==> config.mk <==
export PLATFORM = sky130hd
export DESIGN_NAME = timer_prescaler
export DESIGN_NICKNAME = d
export VERILOG_FILES = /design/src/rtl/timer_prescaler.sv
export SDC_FILE = /design/constraint.sdc
export NUM_CORES = 1
export LEC_CHECK = 0
export CELL_PAD_IN_SITES_DETAIL_PLACEMENT = 1
export CELL_PAD_IN_SITES_GLOBAL_PLACEMENT = 1
export CORE_MARGIN = 2
export CORE_UTILIZATION = 37
export DETAILED_ROUTE_END_ITERATION = 16
export PLACE_DENSITY = 0.77
export SYNTH_ARGS = -nofsm -noshare
export SYNTH_HDL_FRONTEND = slang
export SYNTH_SLANG_ARGS = --single-unit
export TNS_END_PERCENT = 5
==> constraint.sdc <==
create_clock -name clk -period 3.29 [get_ports clk]
set_input_delay 0.658 -clock clk [delete_from_list [all_inputs] [get_ports clk]]
set_output_delay 0.658 -clock clk [all_outputs]
set_load 0.005 [all_outputs]
==> src/rtl/timer_prescaler.sv <==
// rtl/timer_prescaler.sv - programmable tick/clock-enable prescaler with shadowed ratio load
// Optional one-shot mode (oneshot port, DONE state) under TIMER_PRESCALER_ONESHOT_EN.
module timer_prescaler #(
   parameter int DIV_W         = 8,
   parameter int DEFAULT_RATIO = 1
) (
   input  logic             clk,
   input  logic             reset,
   input  logic             en,
   input  logic             clear,
   input  logic             ratio_setting,
   input  logic [DIV_W-1:0] divide_ratio,
`ifdef TIMER_PRESCALER_ONESHOT_EN
   input  logic             oneshot,
`endif
   output logic             tick,
   output logic             clk_o,
   output logic [DIV_W-1:0] ratio_active,
   output logic             pending
);

`ifdef TIMER_PRESCALER_ONESHOT_EN
   typedef enum logic [1:0] {IDLE, RUN, DONE} state_t;
`else
   typedef enum logic [1:0] {IDLE, RUN} state_t;
`endif

   state_t           state, nxt_state;
   logic [DIV_W-1:0] cnt;
   logic [DIV_W-1:0] shadow;
   logic [DIV_W-1:0] eff_m1;
   logic [DIV_W-1:0] load_src;
   logic             in_done;
   logic             count_en;
   logic             terminal;
   logic             apply;
   logic             shot_done;

   // A ratio of 0 behaves as 1, so the terminal count is simply 0.
   assign eff_m1   = (ratio_active == '0) ? '0 : ratio_active - DIV_W'(1);
`ifdef TIMER_PRESCALER_ONESHOT_EN
   assign in_done   = (state == DONE);
`else
   assign in_done   = 1'b0;
`endif
   assign count_en = en && !clear && !in_done;
   // >= guards against a smaller ratio loaded while paused mid-period.
   assign terminal = count_en && (cnt >= eff_m1);
`ifdef TIMER_PRESCALER_ONESHOT_EN
   assign shot_done = oneshot && terminal;
`else
   assign shot_done = 1'b0;
`endif
   assign load_src = ratio_setting ? divide_ratio : shadow;
   assign apply    = (pending || ratio_setting) && (terminal || (state == IDLE) || clear);

   always_ff @(posedge clk or negedge reset) begin
      if (!reset) state <= IDLE;
      else        state <= nxt_state;
   end

   always_comb begin
      nxt_state = state;
      case (state)
         IDLE: if (!clear && en) nxt_state = shot_done ? state_t'(2) : RUN;
         RUN: begin
            if (!clear) begin
               if (!en)            nxt_state = IDLE;
               else if (shot_done) nxt_state = state_t'(2);
            end
         end
`ifdef TIMER_PRESCALER_ONESHOT_EN
         DONE: begin
            if (clear)    nxt_state = en ? RUN : IDLE;
            else if (!en) nxt_state = IDLE;
         end
`endif
         default: nxt_state = IDLE;
      endcase
   end

   always_ff @(posedge clk or negedge reset) begin
      if (!reset) begin
         cnt          <= '0;
         tick         <= 1'b0;
         clk_o        <= 1'b0;
         pending      <= 1'b0;
         shadow       <= '0;
         ratio_active <= DIV_W'(DEFAULT_RATIO);
      end else begin
         if (apply) begin
            ratio_active <= load_src;
            pending      <= 1'b0;
         end else if (ratio_setting) begin
            shadow  <= divide_ratio;
            pending <= 1'b1;
         end

         if (clear) begin
            cnt   <= '0;
            tick  <= 1'b0;
            clk_o <= 1'b0;
         end else if (in_done) begin
            cnt  <= '0;
            tick <= 1'b0;
         end else if (count_en) begin
            if (terminal) begin
               cnt   <= '0;
               tick  <= 1'b1;
               clk_o <= ~clk_o;
            end else begin
               cnt  <= cnt + DIV_W'(1);
               tick <= 1'b0;
            end
         end else begin
            tick <= 1'b0;
         end
      end
   end

endmodule

==> impl_results.md, run 1 <==
* Total CTS buffers at 3
* Post-synth top flop: dfrtp_1
* Ant diodes at 0
* Critical path fanouts, max at 8
* Via/cell ratio at 5.72
* DRT antenna net count at 0
* Hold_buf cts at 0
* Grt ovf at 0
* Final core occ at 49.5%
* Final WS setup at 42.0 ps
* Initial Util at 38.0%
* Async set-reset flop share out of synthesis at 100%
* Vias at 1425
* Slowest cell on crit path: a2111o_1
* Worst min path class: flip-flop to flip-flop
* Worst vdd ir at 0.000271 V
* Relative slew slack at 35.7%
* Final slew viol count at 0
* Mapped Area at 1630 um^2
* Critical path capture point type: flip-flop
* Critical path's largest stage delay at 420 ps
* Met3 WL at 124 um
* Met2 WL at 2370 um
* Core Rows at 24
* Setup CP Type: flip-flop to flip-flop
* WL/cell at 18.5 um
* CTS root buf: clkbuf_8
* WP data required at 3460 ps
* DR pass1 iterations at 4
* M1 WL at 2000 um
* Mapped Avg Cell Area at 10.1 um^2
* DR iter-0 viols at 66
* Leak at 0.909 nW
* CTS clock-pin slew for the worst setup and hold paths at 100 ps
* Die area at 4960 um^2
* Max layer used: met4
* Final std cells w/o fill at 249
* Nets at 221
* Half-perimeter wire length after placement at 3320 um
* Setup violations, final at 0
* Clk sinks at 28
* Largest net degree at the start of global routing at 21
* Fmax at 0.308 GHz
* Die width at 70.4 um
* CTS H-tree depth at 1
* Clock Skew at 3.27 ps
* Number of port buffers at 23
* RSZ-0062 raised after global routing: true
* Critical Path AT at 3420 ps
* CTS max path bufs at 2
* GRT Resource Usage Total at 18.6%
* Pwr Density at 547 nW/um^2
* Area growth from synthesis to layout at 30.4%
* CTS tree: done
* RD Place Congestion at 0.797
* Netlist cell types at 38
* Drt drc at 0
* Number of max-cap violations at 0
* Worst slack, placed at 63.9 ps
* Syn Inst Count at 162
* Final Critical Period at 3250 ps
* Vias in the first global route at 1456
* First-pass GRT wire length at 7300 um
* Die span in y at 70.4 um
* Worst Setup Start Kind: flip-flop
* Worst-path cell chain: inv_1 > ha_2 > nor2b_4 > nand3b_1 > or3_4 > and2_4 > ha_4 > nand2b_4 > a2111o_1 > a211oi_4 > o21ai_4 > mux2_4
* Antenna violations before repair at 0
* DP Cell Count at 240
* Final period util at 98.7%
* Seq cells post-synth at 28
* Sequential element share of the synthesized area at 43.0%
* Post-synth EDFFs at 0
* Pwr Total at 1.16 mW
* Fin. Hold Viols at 0
* Worst hold slack at 511 ps
* Least-Margin Pin Slew at 962 ps
* Core area at 4290 um^2
* Syn nets at 185
* Worst skew pair latency at 280 ps
* Outcome: finished, final reports clean
* Num ports at 24
* WL final at 4610 um
* YS warnings at 0
* Layout cells sized above 1 at 20.3%
## sequential cells by signal, indices dropped and copies added (netlist names)
name / cells
clk_o: 1
shadow: 8
cnt: 8
state: 1
ratio_active: 8
tick: 1
pending: 1
## layout by cell type, fill, tap and decap left out, drive strengths merged, types with 8 or more instances in the layout
| cell | netlist | layout |
|---|---|---|
| dfrtp | 27 | 27 |
| o21ai | 21 | 21 |
| clkdlybuf4s50 | 0 | 23 |
| mux2i | 9 | 9 |
| nand2 | 13 | 13 |
| ha | 10 | 10 |
| nand3 | 10 | 10 |
| buf | 3 | 13 |
| mux2 | 8 | 8 |
## metrics by stage
step                      cell area (um^2)  TNS, ps
after floorplan                       1630        0
after global placement                1960        0
after detailed placement              1960        0
after CTS                             2030        0
after global routing                  2130     -472
final                                 2130        0
## cell families after synthesis
kind of cell / synth area share (%)
adders and majority gates: 7.67
AOI/OAI and AO/OA: 15.4
buffers and inverters: 2.99
and+or+nand+nor: 17.2
muxes: 11.0
xor gates and xnor gates: 2.68
DFF: 43.0
## where the power goes
group,switching [mW],total [mW],internal (mW)
registers,0.0529,0.449,0.396
logic,0.204,0.440,0.237
clock network,0.112,0.275,0.163
## path summary, 6_finish.rpt
kind | from | end | slack (ps) | cells past startpoint
max in group asynchronous | reset | cnt[5] | 1680 | 2
hold / removal | state[0] | state[0] | 510 | 2
setup / recovery | ratio_active[1] | shadow[6] | 40 | 12
setup reg to reg | ratio_active[1] | shadow[6] | 40 | 12
hold reg to reg | state[0] | state[0] | 510 | 2
min in group asynchronous | reset | ratio_active[4] | 900 | 1
## timing repair
item,in CTS,in global routing
buffers inserted,0,5
gates resized for setup,0,12
setup endpoints to repair,0,26
hold endpoints to repair,0,0
## Yosys cell counts, drive strengths merged (4+ instances only)
| cell | n | area share (%) |
|---|---|---|
| dfrtp | 27 | 41 |
| o21ai | 21 | 7.1 |
| nand2 | 13 | 3.0 |
| ha | 10 | 7.7 |
| nand3 | 10 | 3.1 |
| mux2i | 9 | 5.5 |
| mux2 | 8 | 5.5 |
| a21oi | 7 | 2.1 |
| nor2 | 7 | 1.6 |
| inv | 6 | 1.4 |
| a211oi | 4 | 2.6 |
| nand2b | 4 | 2.0 |
## area by class of cell
| type | instances | area (um^2) |
|---|---|---|
| clock buffer | 3 | 41.3 |
| clock inverter | 1 | 30.0 |
| sequential | 28 | 702 |
| timing repair buffer | 36 | 332 |
| fill | 482 | 2170 |
| multi-input combinational | 123 | 935 |
| tap | 52 | 65.1 |
| inverter | 6 | 22.5 |
## critical path, delay by kind of cell (launching register included)
family	cells	cell delay (ps)
AO/OA/AOI/OAI	3	980
buffers and inverters	1	70
flip-flops	1	410
adder cells (fa/ha/maj)	2	390
AND/OR/NAND/NOR	5	980
multiplexers	1	330
## per-layer routing
metal	global-route usage (%)	up-vias
met5	0	-
met4	4.91	0
li1	-	657
met3	2.02	9
met2	31.8	29
met1	25.1	730
(Power assumes the default switching activity.)
==> inputs of run 2 (changes only) <==
- ABC_AREA: unset -> 1
- CORE_UTILIZATION: 37 -> 36
- PLACE_DENSITY: 0.77 -> 0.78
==> run 2 against run 1 <==
- maximum frequency grew 22%
- die area grew 8.0%
- worst hold slack lost 40 ps
- routed wire length shrank 19%
- largest cell class unchanged
==> impl_results.md, run 2 <==
* Worst hold path cell count at 1 (was 2)
* Leak at 1.05 nW (was 0.909 nW)
* CTS root buf: clkbuf_8 (unchanged)
* Clock Skew at 2.47 ps (was 3.27 ps)
* Critical path depth at 19 (was 12)
* R2R Setup Slk at 640 ps (was 40 ps)
* Grt ovf at 0 (unchanged)
* Mapped Avg Cell Area at 7.79 um^2 (was 10.1 um^2)
* Pwr Density at 513 nW/um^2 (was 547 nW/um^2)
* Die area at 5350 um^2 (was 4960 um^2)
* Ant diodes at 0 (unchanged)
* Num ports at 24 (unchanged)
* Drt drc at 0 (unchanged)
* GRT Resource Usage Total at 15.5% (was 18.6%)
* Mapped Area at 1720 um^2 (was 1630 um^2)
* Complex-gate fraction of the synthesized area at 4.14% (was 15.4%)
* Total CTS buffers at 3 (unchanged)
* Async set-reset flop share out of synthesis at 100% (unchanged)
* Pwr Total at 1.04 mW (was 1.16 mW)
* Fin. Hold Viols at 0 (unchanged)
* Slowest cell on crit path: dfstp_2 (was a2111o_1)
* Post-DP Area at 1990 um^2 (was 1960 um^2)
* Worst slack, placed at 628 ps (was 63.9 ps)
* Syn nets at 244 (was 185)
* Synth Area in Adders at 7.27% (was 7.67%)
* WL/cell at 12.5 um (was 18.5 um)
* CTS tree: done (unchanged)
* Seq cells post-synth at 28 (unchanged)
* Worst vdd ir at 0.000234 V (was 0.000271 V)
* Antenna violations before repair at 0 (unchanged)
* XOR/XNOR Fraction of Synth Area at 2.54% (was 2.68%)
* Final period util at 80.6% (was 98.7%)
* Hold_buf cts at 0 (unchanged)
* R2R cell count at 19 (was 12)
* Core Rows at 25 (was 24)
* Cell area after layout at 2030 um^2 (was 2130 um^2)
* Setup CP Type: flip-flop to flip-flop (unchanged)
* Clk sinks at 28 (unchanged)
* Number of port buffers at 23 (unchanged)
* CTS H-tree depth at 1 (unchanged)
* Netlist cell types at 25 (was 38)
* First-pass GRT wire length at 6630 um (was 7300 um)
* Main combinational cell family by area after synthesis: simple AND/OR/NAND/NOR gates (unchanged)
* Nets at 269 (was 221)
* Total negative slack at 0 ps (unchanged)
* Commonest non-fill, non-tap cell in the layout: nand2_1 (was dfrtp_1)
* DR pass1 iterations at 4 (unchanged)
* RD Place Congestion at 0.789 (was 0.797)
* Commonest cells in the netlist: 67 x nand2_1, 27 x dfrtp_1, 25 x nand3_1 (was 27 x dfrtp_1, 20 x o21ai_0, 13 x nand2_1)
* Least-Margin Pin Slew at 378 ps (was 962 ps)
* Initial Util at 36.9% (was 38.0%)
* Final WS setup at 637 ps (was 42.0 ps)
* Critical Path AT at 2830 ps (was 3420 ps)
* Relative slew slack at 74.7% (was 35.7%)
* Die span in y at 73.2 um (was 70.4 um)
* WL final at 3730 um (was 4610 um)
* Most frequent cells in the layout: 67 x nand2_1, 27 x dfrtp_1, 25 x nand3_1 (was 27 x dfrtp_1, 23 x clkdlybuf4s50_1, 20 x o21ai_0)
* Share of the synthesized area in the top cell type at 39.2% (was 41.4%)
* Worst-path cell chain: inv_1 > ha_1 > inv_1 > nor2_1 > inv_1 > nor3_1 > or2_2 > ha_1 > nand2_1 > nor2_1 > nor2_1 > nand2_1 > nand2_1 > nand2_2 > nand2_4 > nand2_8 > nand2_8 > nand2_1 > nand2_1 (was inv_1 > ha_2 > nor2b_4 > nand3b_1 > or3_4 > and2_4 > ha_4 > nand2b_4 > a2111o_1 > a211oi_4 > o21ai_4 > mux2_4)
* DP Cell Count at 295 (was 240)
* YS warnings at 0 (unchanged)
* WP buf/inv at 3 (was 1)
* CTS max path bufs at 2 (unchanged)
* Critical path fanouts, max at 18 (was 8)
* Most frequent cell after synthesis: nand2_1 (was dfrtp_1)
* Final slew viol count at 0 (unchanged)
* Setup violations, final at 0 (unchanged)
* Worst Setup Start Kind: flip-flop (unchanged)
* Half-perimeter wire length after placement at 2950 um (was 3320 um)
* Worst skew pair latency at 270 ps (was 280 ps)
* Vias in the first global route at 1442 (was 1456)
* Largest area contributor in the synthesized netlist: dfrtp_1 (unchanged)
* RSZ-0062 raised after global routing: false (was true)
* Vias at 1445 (was 1425)
* WP data required at 3460 ps (about the same)
* DR iter-0 viols at 57 (was 66)
* Ranking of synthesized cells by area: dfrtp_1 39%, nand2_1 15%, ha_1 7.3% (was dfrtp_1 41%, ha_1 7.7%, o21ai_0 6.1%)
* Critical path's largest stage delay at 580 ps (was 420 ps)
* Layout cells sized above 1 at 11.4% (was 20.3%)
* PostCTS Resize Cnt at 0 (unchanged)
* Post-synth top flop: dfrtp_1 (unchanged)
* Core area at 4660 um^2 (was 4290 um^2)
* DRT antenna net count at 0 (unchanged)
* Final Critical Period at 2650 ps (was 3250 ps)
* Sequential element share of the synthesized area at 40.8% (was 43.0%)
* Largest net degree at the start of global routing at 29 (was 21)
* Post-synth EDFFs at 0 (unchanged)
* Worst min path class: flip-flop to flip-flop (unchanged)
* Area growth from synthesis to layout at 18.0% (was 30.4%)
* Proportion of synthesized area in mux cells at 0% (was 11.0%)
* Top Registers: cnt (8), ratio_active (8), shadow (8) (unchanged)
* Fmax at 0.377 GHz (was 0.308 GHz)
* Via/cell ratio at 4.83 (was 5.72)
* Syn Inst Count at 221 (was 162)
* CTS clock-pin slew for the worst setup and hold paths at 90 ps (was 100 ps)
* Postcts setup bufs at 0 (unchanged)
* Number of max-cap violations at 0 (unchanged)
* Die width at 73.2 um (was 70.4 um)
* Outcome: finished, final reports clean (unchanged)
* Most used cell, CP: nand2_1
* Delay-heaviest family, CP: simple AND/OR/NAND/NOR gates (was compound AO/OA/AOI/OAI gates)
* Critical path capture point type: flip-flop (unchanged)
* Synth Area in Simple Gates at 38.3% (was 17.2%)
* Final std cells w/o fill at 299 (was 249)
## run 2: cell families (layout without fill, tap and decap cells)
logic type | after synthesis | in the layout
xor+xnor | 5 | 5
simple gates | 140 | 140
fa+ha+maj | 10 | 10
compound gates | 13 | 13
buf+inv | 25 | 49
flops | 28 | 28
## run 2: worst paths after layout
check	startpoint	end
min in group asynchronous	reset	clk_o
min	clk_o	clk_o
max in group asynchronous	reset	ratio_active[0]
max	ratio_active[0]	ratio_active[3]
max reg2reg	ratio_active[0]	ratio_active[3]
min reg2reg	clk_o	clk_o
## run 2: layout make-up
cell class                 instances  area, um^2
fill                             571        2630
multi-input combinational        168         900
sequential                        28         702
timing repair buffer              24         238
inverter                          21        78.8
tap                               54        67.6
clock buffer                       4        45.0
## run 2: worst reg2reg max path, cell delays in order (launching register included)
cell	delay, ps
dfstp_2	580
inv_1	70
ha_1	200
inv_1	50
nor2_1	40
inv_1	90
nor3_1	70
or2_2	290
ha_1	300
nand2_1	60
nor2_1	80
nor2_1	40
nand2_1	50
nand2_1	50
nand2_2	70
nand2_4	80
nand2_8	140
nand2_8	130
nand2_1	100
nand2_1	50
## run 2: metal layers
metal | global-route usage, % | part of all wire (%) | vias up
met4 | 4.12 | 0.91 | 0
met3 | 1.80 | 1.6 | 4
met2 | 24.6 | 46 | 16
met1 | 22.4 | 51 | 676
li1 | - | - | 749
met5 | 0 | 0 | -
## run 2: metrics by stage
stage	utilization (%)	hold WS, ps
after detailed placement	42.6	461
after CTS	43.6	475
after floorplan	-	362
after global routing	43.6	509
after global placement	42.6	455
final	43.6	472
## run 2: report_power, final
group	internal, mW	total [mW]	switching [mW]	leakage (nW)
sequential	0.402	0.460	0.0574	0.361
clock	0.0869	0.192	0.105	0.0228
combinational	0.175	0.389	0.214	0.663
total	0.665	1.04	0.377	1.05
==> inputs of run 3 (changes only) <==
- clock period: 3.29 -> 2.1 ns (I/O delays scaled with it)
==> run 3 against run 2 <==
- the flow now finishes with violations (negative setup slack)
- die area did not move
- flip-flop and latch count did not move
- first-iteration DRC count fell by 19%
- final cell count rose by 7.0%
- worst hold slack improved by 14 ps
- register-to-register slack got worse by 1000 ps
- critical endpoint is now shadow[3]
- largest power group is now combinational logic
==> impl_results.md, run 3 (synthesized netlist as in run 2, its figures left out) <==
* Final core occ at 49.8% (was 43.6%)
* Setup violations, final at 27 (was 0)
* Critical Path Sink: shadow[3] (was ratio_active[3])
* Num ports at 24 (unchanged)
* First-pass GRT wire length at 7410 um (was 6630 um)
* Hold_buf cts at 0 (unchanged)
* Critical path capture point type: flip-flop (unchanged)
* Core area at 4660 um^2 (unchanged)
* Setup CP Type: flip-flop to flip-flop (unchanged)
* Commonest non-fill, non-tap cell in the layout: nand2_1 (unchanged)
* Least-Margin Pin Slew at 756 ps (was 378 ps)
* Critical path fanouts, max at 8 (was 18)
* RSZ-0062 raised after global routing: true (was false)
* CTS H-tree depth at 1 (unchanged)
* CTS clock-pin slew for the worst setup and hold paths at 100 ps (was 90 ps)
* R2R Path Start: ratio_active[0] (unchanged)
* Vias at 1573 (was 1445)
* CTS max path bufs at 2 (unchanged)
* Leak at 1.17 nW (was 1.05 nW)
* Clk sinks at 28 (unchanged)
* Slowest cell on crit path: dfstp_2 (unchanged)
* Antenna violations before repair at 0 (unchanged)
* Fin. Hold Viols at 0 (unchanged)
* DR pass1 iterations at 4 (unchanged)
* Worst Setup Start Kind: flip-flop (unchanged)
* R2R Setup Slk at -360 ps (was 640 ps)
* Setup crit start: ratio_active[0] (unchanged)
* Via/cell ratio at 4.92 (was 4.83)
* Grt ovf at 0 (unchanged)
* Die area at 5350 um^2 (unchanged)
* WP buf/inv at 4 (was 3)
* Worst skew pair latency at 280 ps (was 270 ps)
* Nets at 290 (was 269)
* Die span in y at 73.2 um (unchanged)
* WL/cell at 13.9 um (was 12.5 um)
* DR iter-0 viols at 46 (was 57)
* R2R cell count at 17 (was 19)
* Worst vdd ir at 0.000338 V (was 0.000234 V)
* Total CTS buffers at 3 (unchanged)
* Pwr Total at 1.87 mW (was 1.04 mW)
* Critical Path AT at 2640 ps (was 2830 ps)
* Final Critical Period at 2460 ps (was 2650 ps)
* Outcome: complete, but fails checks (was finished, final reports clean)
* WL final at 4450 um (was 3730 um)
* Top Registers: cnt (8), ratio_active (8), shadow (8) (unchanged)
* Cell area after layout at 2320 um^2 (was 2030 um^2)
* Pwr Density at 806 nW/um^2 (was 513 nW/um^2)
* Final slew viol count at 0 (unchanged)
* Die width at 73.2 um (unchanged)
* Ant diodes at 0 (unchanged)
* Critical path depth at 17 (was 19)
* Core Rows at 25 (unchanged)
* Half-perimeter wire length after placement at 3220 um (was 2950 um)
* Number of max-cap violations at 0 (unchanged)
* CTS root buf: clkbuf_8 (unchanged)
* CTS tree: done (unchanged)
* Most used cell, CP: inv_2 (was nand2_1)
* Critical path's largest stage delay at 550 ps (was 580 ps)
* Delay-heaviest family, CP: simple AND/OR/NAND/NOR gates (unchanged)
* Final WS setup at -364 ps (was 637 ps)
* Post-DP Area at 2160 um^2 (was 1990 um^2)
* Worst min path class: flip-flop to flip-flop (unchanged)
* Most frequent cells in the layout: 65 x nand2_1, 27 x dfrtp_1, 23 x nand3_1, 23 x clkdlybuf4s50_1, 19 x nor2_1 (was 67 x nand2_1, 27 x dfrtp_1, 25 x nand3_1)
* Worst R2R End: shadow[3] (was ratio_active[3])
* Clock Skew at 4.67 ps (was 2.47 ps)
* Relative slew slack at 49.4% (was 74.7%)
* Fill count at 573 (was 571)
* Vias in the first global route at 1570 (was 1442)
* Final period util at 117% (was 80.6%)
* Initial Util at 36.9% (unchanged)
* WP data required at 2270 ps (was 3460 ps)
* RD Place Congestion at 0.791 (was 0.789)
* Largest net degree at the start of global routing at 29 (unchanged)
* GRT Resource Usage Total at 18.0% (was 15.5%)
* Worst-path cell chain: inv_2 > ha_4 > inv_2 > nor2_2 > inv_2 > nor3_4 > inv_2 > nand3_1 > ha_4 > a21oi_1 > o21a_1 > nand2_2 > nand2_4 > nand2_8 > nand2_8 > nand2_2 > nand2_1 (was inv_1 > ha_1 > inv_1 > nor2_1 > inv_1 > nor3_1 > or2_2 > ha_1 > nand2_1 > nor2_1 > nor2_1 > nand2_1 > nand2_1 > nand2_2 > nand2_4 > nand2_8 > nand2_8 > nand2_1 > nand2_1)
* Layout cells sized above 1 at 25.9% (was 11.4%)
* Drt drc at 0 (unchanged)
* Area growth from synthesis to layout at 34.9% (was 18.0%)
* Number of port buffers at 23 (unchanged)
* Worst hold slack at 486 ps (was 472 ps)
* Fmax at 0.406 GHz (was 0.377 GHz)
* Failing checks: negative setup slack
* DRT antenna net count at 0 (unchanged)
-- run 3: cell count changes in the layout (fill, tap and decap cells not counted), moves of 4 or more --
cell	delta
inv_1	-6
nand2_4	+4
buf_4	+16
inv_2	+6
ha_4	+4
ha_1	-4
-- run 3: repair_timing --
| item | CTS | global route |
|---|---|---|
| pin swaps | 11 | 3 |
| endpoints found under the setup margin | 27 | 27 |
| resized for setup | 13 | 5 |
| gates cloned | 3 | 0 |
| buffers inserted | 1 | 0 |
-- run 3: worst min-delay path by stage --
stage / from / endpoint / slack (ps) / depth (start not counted)
detailed placement: clk_o / clk_o / 480 / 1
floorplan: reset / clk_o / 120 / 0
global placement: clk_o / clk_o / 450 / 1
global route: clk_o / clk_o / 510 / 1
CTS: clk_o / clk_o / 490 / 1
finish: clk_o / clk_o / 490 / 1
-- run 3: routing by layer --
layer | routed length [um] | GRT usage [%]
met1 | 2090 | 23.6
met2 | 2200 | 29.9
met3 | 91 | 2.90
met4 | 67 | 6.58
met5 | 0 | 0
-- run 3: cell type report --
| type | instances | area, um^2 | share of cell area, % |
|---|---|---|---|
| well taps | 54 | 67.6 | 2.91 |
| repair buffers | 42 | 380 | 16.4 |
| inverters | 21 | 78.8 | 3.39 |
| flip-flops and latches | 28 | 702 | 30.2 |
| clock buffers | 4 | 45.0 | 1.94 |
| multi-input cells | 171 | 1050 | 45.2 |
-- run 3: metrics by stage --
step                std cells  setup slack, ps  TNS (ps)
finish                    320             -364     -7990
global route              320             -548    -13370
CTS                       320             -354     -7610
detailed placement        312             -419     -9470
global placement          312             -322     -7230
floorplan                 221             -274     -4260
-- run 3: where the power goes --
group | internal, mW | switching [mW] | total, mW
combinational | 0.409 | 0.458 | 0.867
clock | 0.136 | 0.174 | 0.310
sequential | 0.630 | 0.0656 | 0.696
total | 1.18 | 0.697 | 1.87
